--- config.mk ---
export PLATFORM = sky130hd
export DESIGN_NAME = reg_file_param
export DESIGN_NICKNAME = d
export VERILOG_FILES = /design/src/rtl/reg_file_param.sv
export SDC_FILE = /design/constraint.sdc
export NUM_CORES = 1
export LEC_CHECK = 0
export BUFFER_PORTS_ARGS = -buffer_cell sky130_fd_sc_hd__buf_2
export CORE_ASPECT_RATIO = 0.75
export CORE_UTILIZATION = 45
export CTS_CLUSTER_SIZE = 40
export DETAILED_ROUTE_END_ITERATION = 8
export PLACE_DENSITY_LB_ADDON = 0.08
export SETUP_SLACK_MARGIN = 0.15
export SLEW_MARGIN = 30
export SYNTH_ARGS = -nofsm -noshare
export SYNTH_HDL_FRONTEND = slang
export SYNTH_SLANG_ARGS = --single-unit
export TNS_END_PERCENT = 100
--- constraint.sdc ---
create_clock -name CLK -period 2 [get_ports CLK]
set_input_delay 0.4 -clock CLK [delete_from_list [all_inputs] [get_ports CLK]]
set_output_delay 0.4 -clock CLK [all_outputs]
set_load 0.02 [all_outputs]
--- src/rtl/reg_file_param.sv ---
// Purpose : parameterised register file with one write port, two combinational
//           read ports, optional write-to-read bypass, optional hardwired zero
//           register and a sequential clear engine (one register per cycle).
// Latency : reads are combinational (0 cycles); writes land at the next rising
//           edge; a clear takes DEPTH cycles after CLEAR is sampled.
// Backpressure: BUSY is high during a clear; writes offered while BUSY are
//           dropped and flagged by a one-cycle WRITE_ERR pulse.
//
// Ports
//   CLK          clock, all state changes on the rising edge
//   RESET        synchronous, active-high reset (overrides WRITE and CLEAR)
//   IN           write data
//   INADDRESS    write address
//   WRITE        write enable
//   OUT1ADDRESS  read address, port 1
//   OUT2ADDRESS  read address, port 2
//   OUT1, OUT2   read data, ports 1 and 2 (combinational)
//   CLEAR        request a sequential clear of every register
//   BUSY         registered, high while the clear sequence runs
//   WRITE_ERR    registered, one-cycle pulse per dropped write
module reg_file_param #(
    parameter int DATA_WIDTH = 8,
    parameter int ADDR_WIDTH = 3,
    parameter int ZERO_REG   = 0,
    parameter int BYPASS     = 1
) (
    input  logic                  CLK,
    input  logic                  RESET,
    input  logic [DATA_WIDTH-1:0] IN,
    input  logic [ADDR_WIDTH-1:0] INADDRESS,
    input  logic                  WRITE,
    input  logic [ADDR_WIDTH-1:0] OUT1ADDRESS,
    input  logic [ADDR_WIDTH-1:0] OUT2ADDRESS,
    output logic [DATA_WIDTH-1:0] OUT1,
    output logic [DATA_WIDTH-1:0] OUT2,
    input  logic                  CLEAR,
    output logic                  BUSY,
    output logic                  WRITE_ERR
);

    localparam int DEPTH = 1 << ADDR_WIDTH;
    localparam logic [ADDR_WIDTH-1:0] LAST_PTR = ADDR_WIDTH'(DEPTH - 1);

    typedef enum logic {
        ST_IDLE     = 1'b0,
        ST_CLEARING = 1'b1
    } state_t;

    // ------------------------------------------------------------------
    // State
    // ------------------------------------------------------------------
    state_t                  state_q;
    logic [ADDR_WIDTH-1:0]   ptr_q;
    logic                    busy_q;
    logic                    write_err_q;
    logic [DATA_WIDTH-1:0]   regs_q [DEPTH];

    // ------------------------------------------------------------------
    // Write decode
    // ------------------------------------------------------------------
    // wr_accept_d: the write is taken at the coming edge (not in reset, not
    // blocked by a running clear). wr_store_d additionally drops writes to the
    // hardwired zero register; such writes are accepted silently, so they do
    // not raise WRITE_ERR.
    logic wr_accept_d;
    logic wr_store_d;
    logic zero_addr_wr;

    always_comb begin
        zero_addr_wr = (ZERO_REG != 0) && (INADDRESS == '0);
        wr_accept_d  = !RESET && WRITE && !busy_q;
        wr_store_d   = wr_accept_d && !zero_addr_wr;
    end

    // ------------------------------------------------------------------
    // Read ports
    // ------------------------------------------------------------------
    // Priority: hardwired zero, then same-cycle forwarding of the accepted
    // write, then the stored contents. Forwarding keys off wr_store_d, so it
    // is automatically off while a clear runs (busy_q blocks the write).
    function automatic logic [DATA_WIDTH-1:0] read_port(
        input logic [ADDR_WIDTH-1:0] rd_addr,
        input logic [DATA_WIDTH-1:0] stored,
        input logic                  fwd_vld,
        input logic [ADDR_WIDTH-1:0] fwd_addr,
        input logic [DATA_WIDTH-1:0] fwd_dat
    );
        logic [DATA_WIDTH-1:0] rd_dat;
        rd_dat = stored;
        if ((ZERO_REG != 0) && (rd_addr == '0)) begin
            rd_dat = '0;
        end else if ((BYPASS != 0) && fwd_vld && (rd_addr == fwd_addr)) begin
            rd_dat = fwd_dat;
        end
        return rd_dat;
    endfunction

    always_comb begin
        OUT1 = read_port(OUT1ADDRESS, regs_q[OUT1ADDRESS], wr_store_d, INADDRESS, IN);
        OUT2 = read_port(OUT2ADDRESS, regs_q[OUT2ADDRESS], wr_store_d, INADDRESS, IN);
    end

    // ------------------------------------------------------------------
    // Storage and clear sequencer
    // ------------------------------------------------------------------
    // BUSY mirrors the CLEARING state but is kept as its own flop so the
    // output comes straight from a register.
    always_ff @(posedge CLK) begin
        if (RESET) begin
            state_q     <= ST_IDLE;
            ptr_q       <= '0;
            busy_q      <= 1'b0;
            write_err_q <= 1'b0;
            for (int i = 0; i < DEPTH; i++) begin
                regs_q[i] <= '0;
            end
        end else begin
            // Any write offered while busy is lost; flag it for one cycle.
            write_err_q <= WRITE && busy_q;

            // A write in the same edge that CLEAR is accepted still lands;
            // the sweep wipes it later.
            if (wr_store_d) begin
                regs_q[INADDRESS] <= IN;
            end

            case (state_q)
                ST_IDLE: begin
                    if (CLEAR) begin
                        state_q <= ST_CLEARING;
                        ptr_q   <= '0;
                        busy_q  <= 1'b1;
                    end
                end
                ST_CLEARING: begin
                    // CLEAR is ignored here: a request mid-sweep never
                    // restarts the pointer.
                    regs_q[ptr_q] <= '0;
                    ptr_q         <= ptr_q + ADDR_WIDTH'(1);
                    if (ptr_q == LAST_PTR) begin
                        state_q <= ST_IDLE;
                        busy_q  <= 1'b0;
                    end
                end
                default: begin
                    state_q <= ST_IDLE;
                    busy_q  <= 1'b0;
                end
            endcase
        end
    end

    assign BUSY      = busy_q;
    assign WRITE_ERR = write_err_q;

endmodule
==> results.cfg <==
[status]
outcome = finished, violations left
violations = setup timing

[routing]
vias = 4131
detail-route-antenna-nets = 0
drt_iter0_markers = 416
first_pass_iters = 4
drt_wl_total_um = 15000
post-route-drc-count = 0
wl_per_cell_um = 22.3
via_per_inst = 6.16

[setup_path]
crit_fanout = 3
crit_type = reg2out
crit_path_start_kind = flip-flop
rr_startpoint = BUSY
required_ps = 1600
endpoint_kind = output pin
cp_data_arrival_time_ps = 1830
crit_path_start = regs_q[3][3]

[cts]
cts_sinks = 70
cts_tree = done
htree_levels = 3
clkTransAtPathRegs_ps = 50
cts-root-buf = clkbuf_16
cts_buffers = 9
clk_path_buf_depth = 2
worst_skew_pair.late_latency_ps = 340
cts_hold_buffers = 0

[yosys]
syn_nets = 518
synthSimpleGateAreaFrac_pct = 21.3
netlist_instances = 495
ys_warn_count = 0
ys_ff_latch = 70
synth_edf_count = 0
yosysTopAreaCell = dfxtp_1
muxShareOfSynthArea_pct = 26.4
synthXorXnorAreaFrac_pct = 1.15
ys_seq_area_share_pct = 30.6
synth_top_cell_area_share_pct = 30.6
synthFlopType = dfxtp_1
avgSynthCellArea_um2 = 9.26
synth_adder_area_share_pct = 0.546
syn-cell-area_um2 = 4580
synth_area_leaders = dfxtp_1, mux4_1, nor2b_1
ys_types = 34
synth_top_family_by_area = multiplexers
async_flop_share_pct = 0
synth_compound_area_share_pct = 14.3

[grt]
antenna_found_initial = 0
met2_usage_pct = 44.8
use_met1_pct = 42.5
busiest_layer = met2
grt_use_met3_pct = 6.25
grt-ovfl-total = 0
grt_pass1_vias = 3888
grt.total_usage_pct = 29.7
grt_max_degree = 49
grt_pass1_wl_um = 23200

[sta]
timing.final.ws_setup_ps = -232
skew_ps = 6.18
setup_violations = 16
slew_violations = 0
slew_headroom_pct = 59.3
hold_viol = 0
tightestPinTransition_ps = 608
fin_crit_sh_pct = 112
max_freq_mhz = 448
finalHoldWorstSlack_ps = 423
period_needed_ps = 2230
grt_setup_unrepaired = true

[floorplanning]
rows = 31
core_um2 = 9770
initial_utilization_pct = 46.9
fp.dieW_um = 119
fp.dieH_um = 89.4
boundaryPins = 39
die-area_um2 = 10600

[pwr]
ir_drop_mv = 0.487
pwr-share-comb_pct = 15.3
pwr-share-seq_pct = 40.8
p_switching_uw = 945
pwr_density_cell_nw_per_um2 = 633
internal-power_mw = 2.63
p_sw_share_pct = 26.5
pwr-share-clk_pct = 43.9
power.leakage_nw = 2.17
power_mw = 3.57

[worst_hold_path]
min_path_type = in2reg
min_from = IN[7]

[placed_design]
place_area_um2 = 5160
gp_congestion = 0.820
portBuffers = 38
dp_slack_ps = -405
dp_hpwl_um = 9590

[flow_run]
cap_violations = 0

[layout]
area_delta_synth_final_pct = 23.0
nNetsFinal = 557
drive_above_1_share_pct = 36.7
nFillCells = 895
ff_latch_area_um2 = 1440
final_cell_area_um2 = 5640
multi_input_area_um2 = 2960
antenna_cells = 0
-- repair_timing --
| item | in CTS | in global routing |
|---|---|---|
| cloned | 2 | 0 |
| buffers inserted | 0 | 0 |
| gates resized for setup | 111 | 10 |
| setup endpoints to repair | 16 | 16 |
-- cells in the mapped netlist, types with 2 or more instances --
library cell,instances
o21ai_0,24
nor2_1,12
nand2_1,3
nor2b_1,67
o21ai_1,40
mux4_1,28
buf_2,7
ha_1,2
dfxtp_1,70
nand4_2,2
clkbuf_1,40
buf_8,2
xnor2_1,6
mux4_2,4
a21oi_1,67
nor3b_1,4
buf_6,4
mux2_2,28
mux2_4,4
nand3_1,64
nand2b_1,4
-- critical path: stages (launching register included) --
cell and delay (ps):
dfxtp_2 330, mux4_2 480, mux2_4 290, mux2_4 270
buf_6 130
-- logic make-up after synthesis --
logic type,Yosys count
AND/OR/NAND/NOR,167
flip-flops,70
XOR/XNOR,6
AO/OA/AOI/OAI,131
multiplexers,65
adder cells (fa/ha/maj),2
buffers and inverters,54
-- final cells by class --
cell class / count / area share [%]
Multi-Input combinational cell: 371 / 52.4
Sequential cell: 70 / 25.5
Clock inverter: 5 / 0.887
Clock buffer: 11 / 4.13
Tap cell: 132 / 2.93
Timing Repair Buffer: 82 / 14.2
-- registers in the layout (all words and copies together) (netlist names) --
name       count
regs_q        64
ptr_q          3
BUSY           1
WRITE_ERR      1
state_q        1
-- final timing paths --
check | depth (start not counted) | slack (ps) | end
min | 3 | 420 | regs_q[7][7]
max | 4 | -230 | OUT2[3]
max reg2reg | 5 | 290 | regs_q[2][0]
min reg2reg | 3 | 600 | regs_q[7][4]
-- per-layer routing --
layer	up-vias	routed length, um
met2	220	6530
met3	24	1360
li1	1874	-
met1	2013	6790
met5	-	0
met4	0	306
-- power by group through the flow --
stage / logic, mW / registers (mW) / clock network [mW]
final: 0.548 / 1.46 / 1.57
after global routing: 0.578 / 1.46 / 1.65
after CTS: 0.541 / 1.45 / 1.59
after detailed placement: 0.484 / 1.48 / 0
after global placement: 0.479 / 1.48 / 0
after floorplan: 0.314 / 1.47 / 0
-- cells in the final DEF (no fill, tap or decap), drive strengths merged, types with 3 or more instances in the layout --
master  synthesis  final
a21oi          67     67
buf            14     82
clkbuf         40     11
clkinv          0      4
dfxtp          70     70
mux2           32     32
mux4           32     32
nand2           3      3
nand2b          4      4
nand3          64     64
nor2           12     12
nor2b          67     67
nor3b           4      4
o21ai          64     64
xnor2           6      6
-- per-stage QoR --
| stage | util [%] | TNS (ps) | std cells |
|---|---|---|---|
| 6_report | 57.7 | -3470 | 671 |
| 2_1_floorplan | - | -207 | 495 |
| 3_5_place_dp | 52.8 | -5750 | 653 |
| 4_1_cts | 57.5 | -3550 | 671 |
| 3_3_place_gp | 52.8 | -5590 | 653 |
| 5_1_grt | 57.7 | -3880 | 671 |
(Power assumes the default switching activity.)
